<file path="config.mk">
export PLATFORM = sky130hd
export DESIGN_NAME = ifetch
export DESIGN_NICKNAME = d
export VERILOG_FILES = /design/src/rtl/ifetch.sv
export SDC_FILE = /design/constraint.sdc
export NUM_CORES = 1
export LEC_CHECK = 0
export CAP_MARGIN = 10
export CORE_MARGIN = 2
export CORE_UTILIZATION = 25
export DETAILED_ROUTE_END_ITERATION = 16
export GPL_TIMING_DRIVEN = 0
export PLACE_DENSITY = 0.51
export SLEW_MARGIN = 20
export SYNTH_ARGS = -nofsm -noshare
export SYNTH_HDL_FRONTEND = slang
export SYNTH_SLANG_ARGS = --single-unit
</file>
<file path="constraint.sdc">
create_clock -name clk -period 2.4 [get_ports clk]
set_clock_uncertainty 0.2 [all_clocks]
set_input_delay 0.48 -clock clk [delete_from_list [all_inputs] [get_ports clk]]
set_output_delay 0.48 -clock clk [all_outputs]
set_load 0.01 [all_outputs]
</file>
<file path="src/rtl/ifetch.sv">
// ifetch: MIPS fetch stage. Owns the PC, keeps one imem request in flight and buffers
// fetched words in a 2-entry IF/ID queue. A redirect flushes the queue and refetches.
module ifetch #(
    parameter int                ADDR_W   = 8,
    parameter int                INSTR_W  = 16,
    parameter logic [ADDR_W-1:0] RESET_PC = '0
) (
    input  logic               clk,
    input  logic               rst_n,
    output logic               imem_req,
    output logic [ADDR_W-1:0]  imem_addr,
    input  logic               imem_ack,
    input  logic [INSTR_W-1:0] imem_rdata,
    output logic               id_valid,
    output logic [INSTR_W-1:0] id_instr,
    output logic [3:0]         id_op,
    output logic [ADDR_W-1:0]  id_pc,
    input  logic               id_ready,
    input  logic               redirect_valid,
    input  logic [ADDR_W-1:0]  redirect_pc
);
    localparam logic [0:0] FETCH = 1'b0;
    localparam logic [0:0] DRAIN = 1'b1;

    logic [0:0]         state_q, state_d;
    logic [ADDR_W-1:0]  pc_q, pc_d, addr_q, addr_d;
    logic               req_q, req_d;
    logic [1:0]         occ_q, occ_d, occ_nx;
    logic [INSTR_W-1:0] instr_q [2];
    logic [INSTR_W-1:0] instr_d [2];
    logic [ADDR_W-1:0]  epc_q [2];
    logic [ADDR_W-1:0]  epc_d [2];
    logic               pop, land, pending, wr;

    assign imem_req  = req_q;
    assign imem_addr = addr_q;
    assign id_valid  = occ_q != 2'd0;
    assign id_instr  = instr_q[0];
    assign id_op     = instr_q[0][INSTR_W-1 -: 4];
    assign id_pc     = epc_q[0];

    assign pop     = id_valid & id_ready;
    assign land    = req_q & imem_ack;
    assign pending = req_q & ~imem_ack;
    assign occ_nx  = occ_q + {1'b0, land} - {1'b0, pop};
    // slot for an arriving word: right behind whatever survives this cycle's pop
    assign wr      = occ_q[1] | (occ_q[0] & ~pop);

    always_comb begin
        state_d = state_q;
        pc_d    = pc_q;
        req_d   = req_q;
        addr_d  = addr_q;
        occ_d   = occ_q;
        instr_d = instr_q;
        epc_d   = epc_q;
        if (state_q == DRAIN) begin
            pc_d = redirect_valid ? redirect_pc : pc_q;
            if (land) begin
                state_d = FETCH;
                req_d   = 1'b1;
                addr_d  = pc_d;
            end
        end else if (redirect_valid) begin
            occ_d = 2'd0;
            pc_d  = redirect_pc;
            if (pending) begin
                state_d = DRAIN;
            end else begin
                req_d  = 1'b1;
                addr_d = redirect_pc;
            end
        end else begin
            if (pop) begin
                instr_d[0] = instr_q[1];
                epc_d[0]   = epc_q[1];
            end
            if (land) begin
                instr_d[wr] = imem_rdata;
                epc_d[wr]   = addr_q;
                pc_d        = addr_q + 1'b1;
            end
            occ_d = occ_nx;
            if (!pending) begin
                req_d  = occ_nx <= 2'd1;
                addr_d = pc_d;
            end
        end
    end

    always_ff @(posedge clk or negedge rst_n) begin
        if (!rst_n) begin
            state_q    <= FETCH;
            pc_q       <= RESET_PC;
            req_q      <= 1'b0;
            addr_q     <= RESET_PC;
            occ_q      <= 2'd0;
            instr_q[0] <= '0;
            instr_q[1] <= '0;
            epc_q[0]   <= '0;
            epc_q[1]   <= '0;
        end else begin
            state_q <= state_d;
            pc_q    <= pc_d;
            req_q   <= req_d;
            addr_q  <= addr_d;
            occ_q   <= occ_d;
            instr_q <= instr_d;
            epc_q   <= epc_d;
        end
    end
endmodule

</file>
Word level (Yosys, flattened, before mapping)
Cells that the tools add are included.
Cells by class
  equality and inequality tests: 2
  bitwise logic cells: 10
  reduce and logical (&&, ||, !) cells: 5
  add/sub/neg operators: 3
  magnitude comparators: 3
  multiplexer cells: 33
Operators by type and width (number)
  two-way mux 8 bit: 13
  two-way mux 16 bit: 5
  bitwise mux 32 bit: 1
  two-way mux 32 bit: 1
  bitwise mux 16 bit: 1
  demux 16 bit (select 1 bit): 1
  two-way mux 1 bit: 9
  adder 8 x 1 -> 8 bit, second input constant: 1
  demux 8 bit (select 1 bit): 1
  AND 1 bit: 4
  inverter 1 bit: 4
  AND reduction 2 bit: 2
  AND reduction 3 bit: 1
  adder 2 x 1 -> 2 bit: 1
  greater-or-equal comparator 2 bit, second input constant: 1
  <= comparator 2 x 1 -> 1 bit, second input constant: 1
  < comparator 2 x 1 -> 1 bit, second input constant: 1
  two-way mux 2 bit: 1
  != test 2 x 1 -> 1 bit, second input constant: 1
  != test 2 bit, second input constant: 1
  inverter 1 -> 2 bit: 1
  nonzero test 2 bit: 1
  subtractor 2 x 1 -> 2 bit: 1
  logical AND 1 bit: 1
  bitwise OR 1 bit: 1
Storage, ports and cells
  flip-flop bits (word level): 68
  bits of input ports: 29
  output and inout port bits: 38
  logic and storage cells: 65

Logic depth before layout (Yosys ltp)
Gate-level depths: netlist of the first run.
  word-level depth: 12
  gate-level depth with buffers: 7
  gate-level depth less buffers: 6

Worst setup path after synthesis of the first run
No wires, ideal clock.
  path type: reg-to-reg
  start point: reg req_q (netlist: imem_req)
  end point: reg instr_q, in the netlist id_instr[0]
  data required time: 2074 ps
  path slack: 548 ps
  arrival: 1526 ps
  period minus slack after synthesis: 1852 ps
  stages on the path, launching flop included: 7
  cell sequence: dfrtp_1 -> and2_1 -> buf_2 -> and3_1 -> buf_2 -> buf_2 -> a221o_1
Between the ends
  word-level cells in the longest chain between the ends: 2
Ends and longest elaborated chain
  start, declared: line 27  | logic req_q, req_d;
  start signal, assigned: line 105  | req_q <= req_d;
  AND 1 bit: line 43  | assign land = req_q & imem_ack;
  two-way mux 32 bit: line 78  | if (land) begin
  end signal, assigned: line 108  | instr_q <= instr_d;
  end, declared: line 29  | logic [INSTR_W-1:0] instr_q [2];
No other way between the ends.
A chain may end at the register's enable or synchronous reset.

==> results of run 1 <==
[worst min path at each step]
stage,endpoint,slack (ns),depth (start not counted)
global route,id_instr[12],0.31,1
global placement,id_instr[0],0.28,1
CTS,id_instr[4],0.30,1
detailed placement,id_instr[1],0.24,1
finish,id_instr[15],0.30,1
floorplan,async pin,-0.02,0
[cells in the mapped netlist (5+ instances only)]
cell / instances / area [um^2]
a221o_1: 24 / 240
inv_1: 5 / 18.8
buf_4: 28 / 210
nor2_1: 10 / 37.5
o21ai_0: 7 / 35.0
mux2i_1: 5 / 50.1
buf_2: 11 / 55.1
and2_0: 22 / 138
mux2_2: 28 / 315
nand2_1: 13 / 48.8
dfrtp_1: 68 / 1700
a21oi_1: 5 / 25.0
xnor2_1: 5 / 43.8
[logic make-up (layout without fill, tap and decap cells)]
logic type	Yosys count	after routing
compound gates	58	58
mux	33	33
simple gates	67	67
xor+xnor	7	7
fa+ha+maj	2	2
flops	68	68
buf+inv	49	132
[per-layer routing]
layer	vias up	GRT usage	share of wire
met5	-	0	0
li1	1159	-	-
met2	66	0.188	0.47
met3	6	0.0455	0.053
met1	1213	0.152	0.46
met4	0	0.0324	0.0087
[power by group]
group | switching [mW] | internal (mW) | total (mW) | leakage, nW
Combinational | 0.901 | 1.46 | 2.36 | 0.992
Sequential | 0.409 | 1.66 | 2.07 | 0.835
Clock | 0.489 | 0.820 | 1.31 | 0.144
Total | 1.80 | 3.94 | 5.74 | 1.97
[final cells by class]
class / count / area (um^2) / share of cell area
Clock buffer: 10 / 239 / 0.0528
Buffer: 44 / 307 / 0.0677
Timing Repair Buffer: 68 / 688 / 0.152
Clock inverter: 5 / 52.6 / 0.0116
Inverter: 5 / 18.8 / 0.00414
Tap cell: 176 / 220 / 0.0486
Multi-Input combinational cell: 167 / 1300 / 0.287
Sequential cell: 68 / 1700 / 0.376
[worst register-to-register path, stage by stage, from the launching register on]
cell       delay (ns)
dfrtp_1          0.47
nand4bb_1        0.23
a211o_1          0.42
buf_6            0.19
and2_0           0.16
a221o_1          0.26
==> out/metrics.cfg, run 1 <==
[run_status]
status=complete, no violations

[global_routing]
grt_pass1_vias=2460
grt_max_degree=41
antenna_found_initial=0
grt_pass1_wl_um=13100
grt_use_total=0.119
overflow=0

[clock_tree]
postCtsResizedCells=0
ctsHoldBuffers=1
cts_tree=done
htree_levels=3
numCtsBuffers=9
path_clk_slew_ns=0.05
cts_root_buf=clkbuf_16
post_cts_buffers=0
clk_path_buf_depth=2
clk_latency_ns=0.34
cts_sinks=68

[placement]
io_buffers=66
dpl_cell_area_um2=4230
dpl_worst_slack_ns=-0.277
post-dp-hpwl_um=5490
place_inst=527
place.gp.congestion=0.732

[setup_path]
critPathMaxFanout=10
r2r_start=occ_q[0]
startpoint_type=input pin
cpMaxStageDelayCell=clkdlybuf4s50_1
path_cells=clkdlybuf4s50_1 -> nor2_1 -> nand3b_2 -> buf_2 -> mux2_2
crit_required_ns=2.42
path_depth=5
cp-end-kind=flip-flop
cp.arrival_ns=2.35
rr_endpoint=id_instr[8]
crit_type=input pin to flip-flop
crit_path_start=redirect_valid
reg2reg_slack_ns=0.37
r2r_cells=5
worst-path-buf-inv=2
critPathMaxStageDelay_ns=0.51
cpLargestDelayFamily=buffers and inverters

[synthesis]
synth-simple-area-share=0.114
synth_compound_area_frac=0.141
synth-seq-area-share=0.511
synth_enable_flop_cells=0
ys_seq_elements=68
syn_inst=284
synthDistinctLibCells=41
synth_top_family_by_area=compound AO/OA/AOI/OAI gates
synth-main-ff-cell=dfrtp_1
synth.cell_area_um2=3330
syn_nets=315
synth_xor_area_frac=0.0184
synth-adder-area-share=0.00752
yosysWarningCount=0
synth_mux_area_frac=0.110
async_reset_ff_frac=1.00
avgSynthCellArea_um2=11.7

[layout]
final_util=0.345
fin_cells=543
drive_above_1_share=0.248
final_cell_mix=dfrtp_1 (68), clkdlybuf4s50_1 (65), buf_4 (29)
num-nets-final=394
final_common_cell=dfrtp_1
n_fill_cell=1345
fin_area_um2=4530
diodes=0
syn_to_final_growth_pct=36.1

[drt]
drc=0
wl_um=7860
detail_route.vias_per_cell=4.50
drtIter0Drc=181
ant_nets=0
firstDrtPassIters=4
vias=2444
routed_wire_length_per_instance_um=14.5

[timing]
setup-violations-final=0
post-route-period-util=0.971
setup_tns_ns=0
slew_viol_final=0
worst_pin_slew_ns=0.607
fmax_ghz=0.429
grt_setup_unrepaired=false
fin_ws_ns=0.0692
maxSlewHeadroom=0.592
fin_worst_hold_slack_ns=0.296
finalCriticalPeriod_ns=2.33
hold_violations=0

[floorplanning]
fp.dieH_um=119
rows=42
die_x_um=119
core-area_um2=13100
dieArea_um2=14300
start_util=0.253
io_pins=67

[power_and_ir_drop]
total_power_mw=5.74
cellLeakagePower_nw=1.97
peakVddDrop_uv=501
powerDensity_nw_per_um2=1270

[job]
maxCapViolCount=0

[min_path]
min_path_type=flip-flop to flip-flop

Note: power is estimated with default switching activity, not from simulation.
==> run 2: changes to the inputs <==
- SKIP_CTS_REPAIR_TIMING: default -> 1
==> results of run 2 <==
No change in the layout: final DEF, timing and power equal those of run 1.
Among the figures that moved: met3 usage 0.0455 -> 0.0460
==> run 3: changes to the inputs <==
- REMOVE_ABC_BUFFERS: default -> 1
==> run 3 against run 2 <==
  * Sequential cell count did not move
  * Final area is 4.6% lower
  * Largest cell class unchanged
  * Core utilization fell by 1.6 points
  * Routed wire length is 2.5% lower
  * Via count decreased by 6.3%
  * Cell count shrank 7.6%
==> out/metrics.cfg, run 3 (synthesized netlist as in run 1, its figures left out) <==
[run_status]
status=complete, no violations

[setup_path]
critPathMaxFanout=10  ; unchanged
crit_required_ns=1.72  ; -0.70 ns
cpLargestDelayFamily=buffers and inverters
worst-path-buf-inv=1  ; -1
cpMaxStageDelayCell=clkdlybuf4s50_1
path_cells=or2_2 -> clkdlybuf4s50_1
cp.arrival_ns=1.61  ; -0.74 ns
startpoint_type=flip-flop
crit_type=flip-flop to output port
cp-end-kind=output port
critPathMaxStageDelay_ns=0.48  ; -0.03 ns

[global_routing]
grt_pass1_vias=2268  ; -7.8%
use_met2=0.176  ; -0.0122
grt.met1_usage=0.145
overflow=0  ; unchanged
grt_max_degree=39  ; -4.9%
grt_use_total=0.111  ; -0.00752
grt.met3_usage=0.0340
antenna_found_initial=0  ; unchanged
top_usage_layer=met2
grt_pass1_wl_um=12300  ; -6.6%

[power_and_ir_drop]
peakVddDrop_uv=554  ; +11%
total_power_mw=5.65  ; -1.5%
cellLeakagePower_nw=1.81  ; -8.0%
powerDensity_nw_per_um2=1310  ; +3.3%

[floorplanning]
fp.dieH_um=119  ; unchanged
start_util=0.253  ; unchanged
rows=42  ; unchanged
core-area_um2=13100  ; unchanged
io_pins=67  ; unchanged
dieArea_um2=14300  ; unchanged
die_x_um=119  ; unchanged

[drt]
ant_nets=0  ; unchanged
detail_route.vias_per_cell=4.56  ; +1.4%
firstDrtPassIters=4  ; unchanged
wl_um=7660  ; -2.5%
drc=0  ; unchanged
vias=2290  ; -6.3%
drtIter0Drc=100  ; -45%
routed_wire_length_per_instance_um=15.3  ; +5.4%

[clock_tree]
cts_root_buf=clkbuf_16
path_clk_slew_ns=0.05  ; about the same
numCtsBuffers=9  ; unchanged
clk_path_buf_depth=2  ; unchanged
cts_tree=done
htree_levels=3  ; unchanged
cts_sinks=68  ; unchanged
clk_latency_ns=0.33  ; about the same

[layout]
syn_to_final_growth_pct=29.7
n_fill_cell=1312  ; -2.5%
drive_above_1_share=0.172  ; -0.0762
final_cell_mix=dfrtp_1 (68), clkdlybuf4s50_1 (64), mux2_2 (28)
diodes=0  ; unchanged
final_common_cell=dfrtp_1
num-nets-final=352  ; -11%
fin_area_um2=4320  ; -4.6%

[timing]
fin_ws_ns=0.110  ; +0.0404 ns
finalCriticalPeriod_ns=2.29  ; -0.0404 ns
setup-violations-final=0  ; unchanged
fin_worst_hold_slack_ns=0.295  ; -0.000282 ns
slew_viol_final=0  ; unchanged
post-route-period-util=0.954  ; -0.0169
fmax_ghz=0.437  ; +1.8%
hold_violations=0  ; unchanged
maxSlewHeadroom=0.524  ; -0.0685
grt_setup_unrepaired=false
worst_pin_slew_ns=0.715  ; +0.108 ns
setup_tns_ns=0  ; unchanged

[job]
maxCapViolCount=0  ; unchanged

[placement]
io_buffers=66  ; unchanged
dpl_cell_area_um2=3940  ; -6.7%
post-dp-hpwl_um=4950  ; -9.8%
dpl_worst_slack_ns=-1.14  ; -0.865 ns
place.gp.congestion=0.716  ; -2.1%

[min_path]
min_path_type=flip-flop to flip-flop

==> run 3: cell types whose count changed in the layout (fill, tap and decap cells not counted), moves of 2 or more <==
cell,delta
buf_4,-26
buf_6,-3
bufinv_16,+2
clkinv_2,-2
buf_2,-11
==> run 3: layer usage <==
metal,vias to the layer above,wire length [um]
met5,-,0
met4,0,111
met3,10,332
met2,56,3370
met1,1147,3840
li1,1077,-
==> run 3: worst register-to-register path, stage by stage, from the launching register on <==
cell and delay (ns):
dfrtp_1 0.53, nor2_2 0.37, nand3b_4 0.41, mux2_2 0.44
==> run 3: worst paths after layout <==
path	cells past startpoint	end	from	slack (ns)
worst min register to register	1	id_pc[1]	flip-flop	0.30
worst max register to register	3	flip-flop	state_q	0.33
worst max-delay path	2	id_valid	occ_q[1]	0.11
min in group asynchronous	2	occ_q[0]	rst_n	0.42
worst min-delay path	1	id_pc[1]	flip-flop	0.30
max in group asynchronous	3	async pin	rst_n	1.04
==> run 3: area by class of cell <==
type                    instances  area, um^2  share of cell area
multi-input cells             167        1330               0.307
flip-flops and latches         68        1700               0.394
well taps                     176         220              0.0510
repair buffers                 70         698               0.162
clock buffers                  12         256              0.0594
inverters                       5        18.8             0.00435
clock inverters                 4        95.1              0.0220
==> run 3: power breakdown <==
part,internal (mW),total [mW],switching [mW]
logic,1.19,2.02,0.832
clock network,1.07,1.55,0.478
registers,1.66,2.09,0.431
total,3.91,5.65,1.74
==> run 3: metrics by stage <==
| step | util | std cells |
|---|---|---|
| 3_3_place_gp | 0.297 | 482 |
| 5_1_grt | 0.329 | 502 |
| 3_5_place_dp | 0.300 | 485 |
| 2_1_floorplan | - | 240 |
| 4_1_cts | 0.327 | 501 |
| 6_report | 0.329 | 502 |
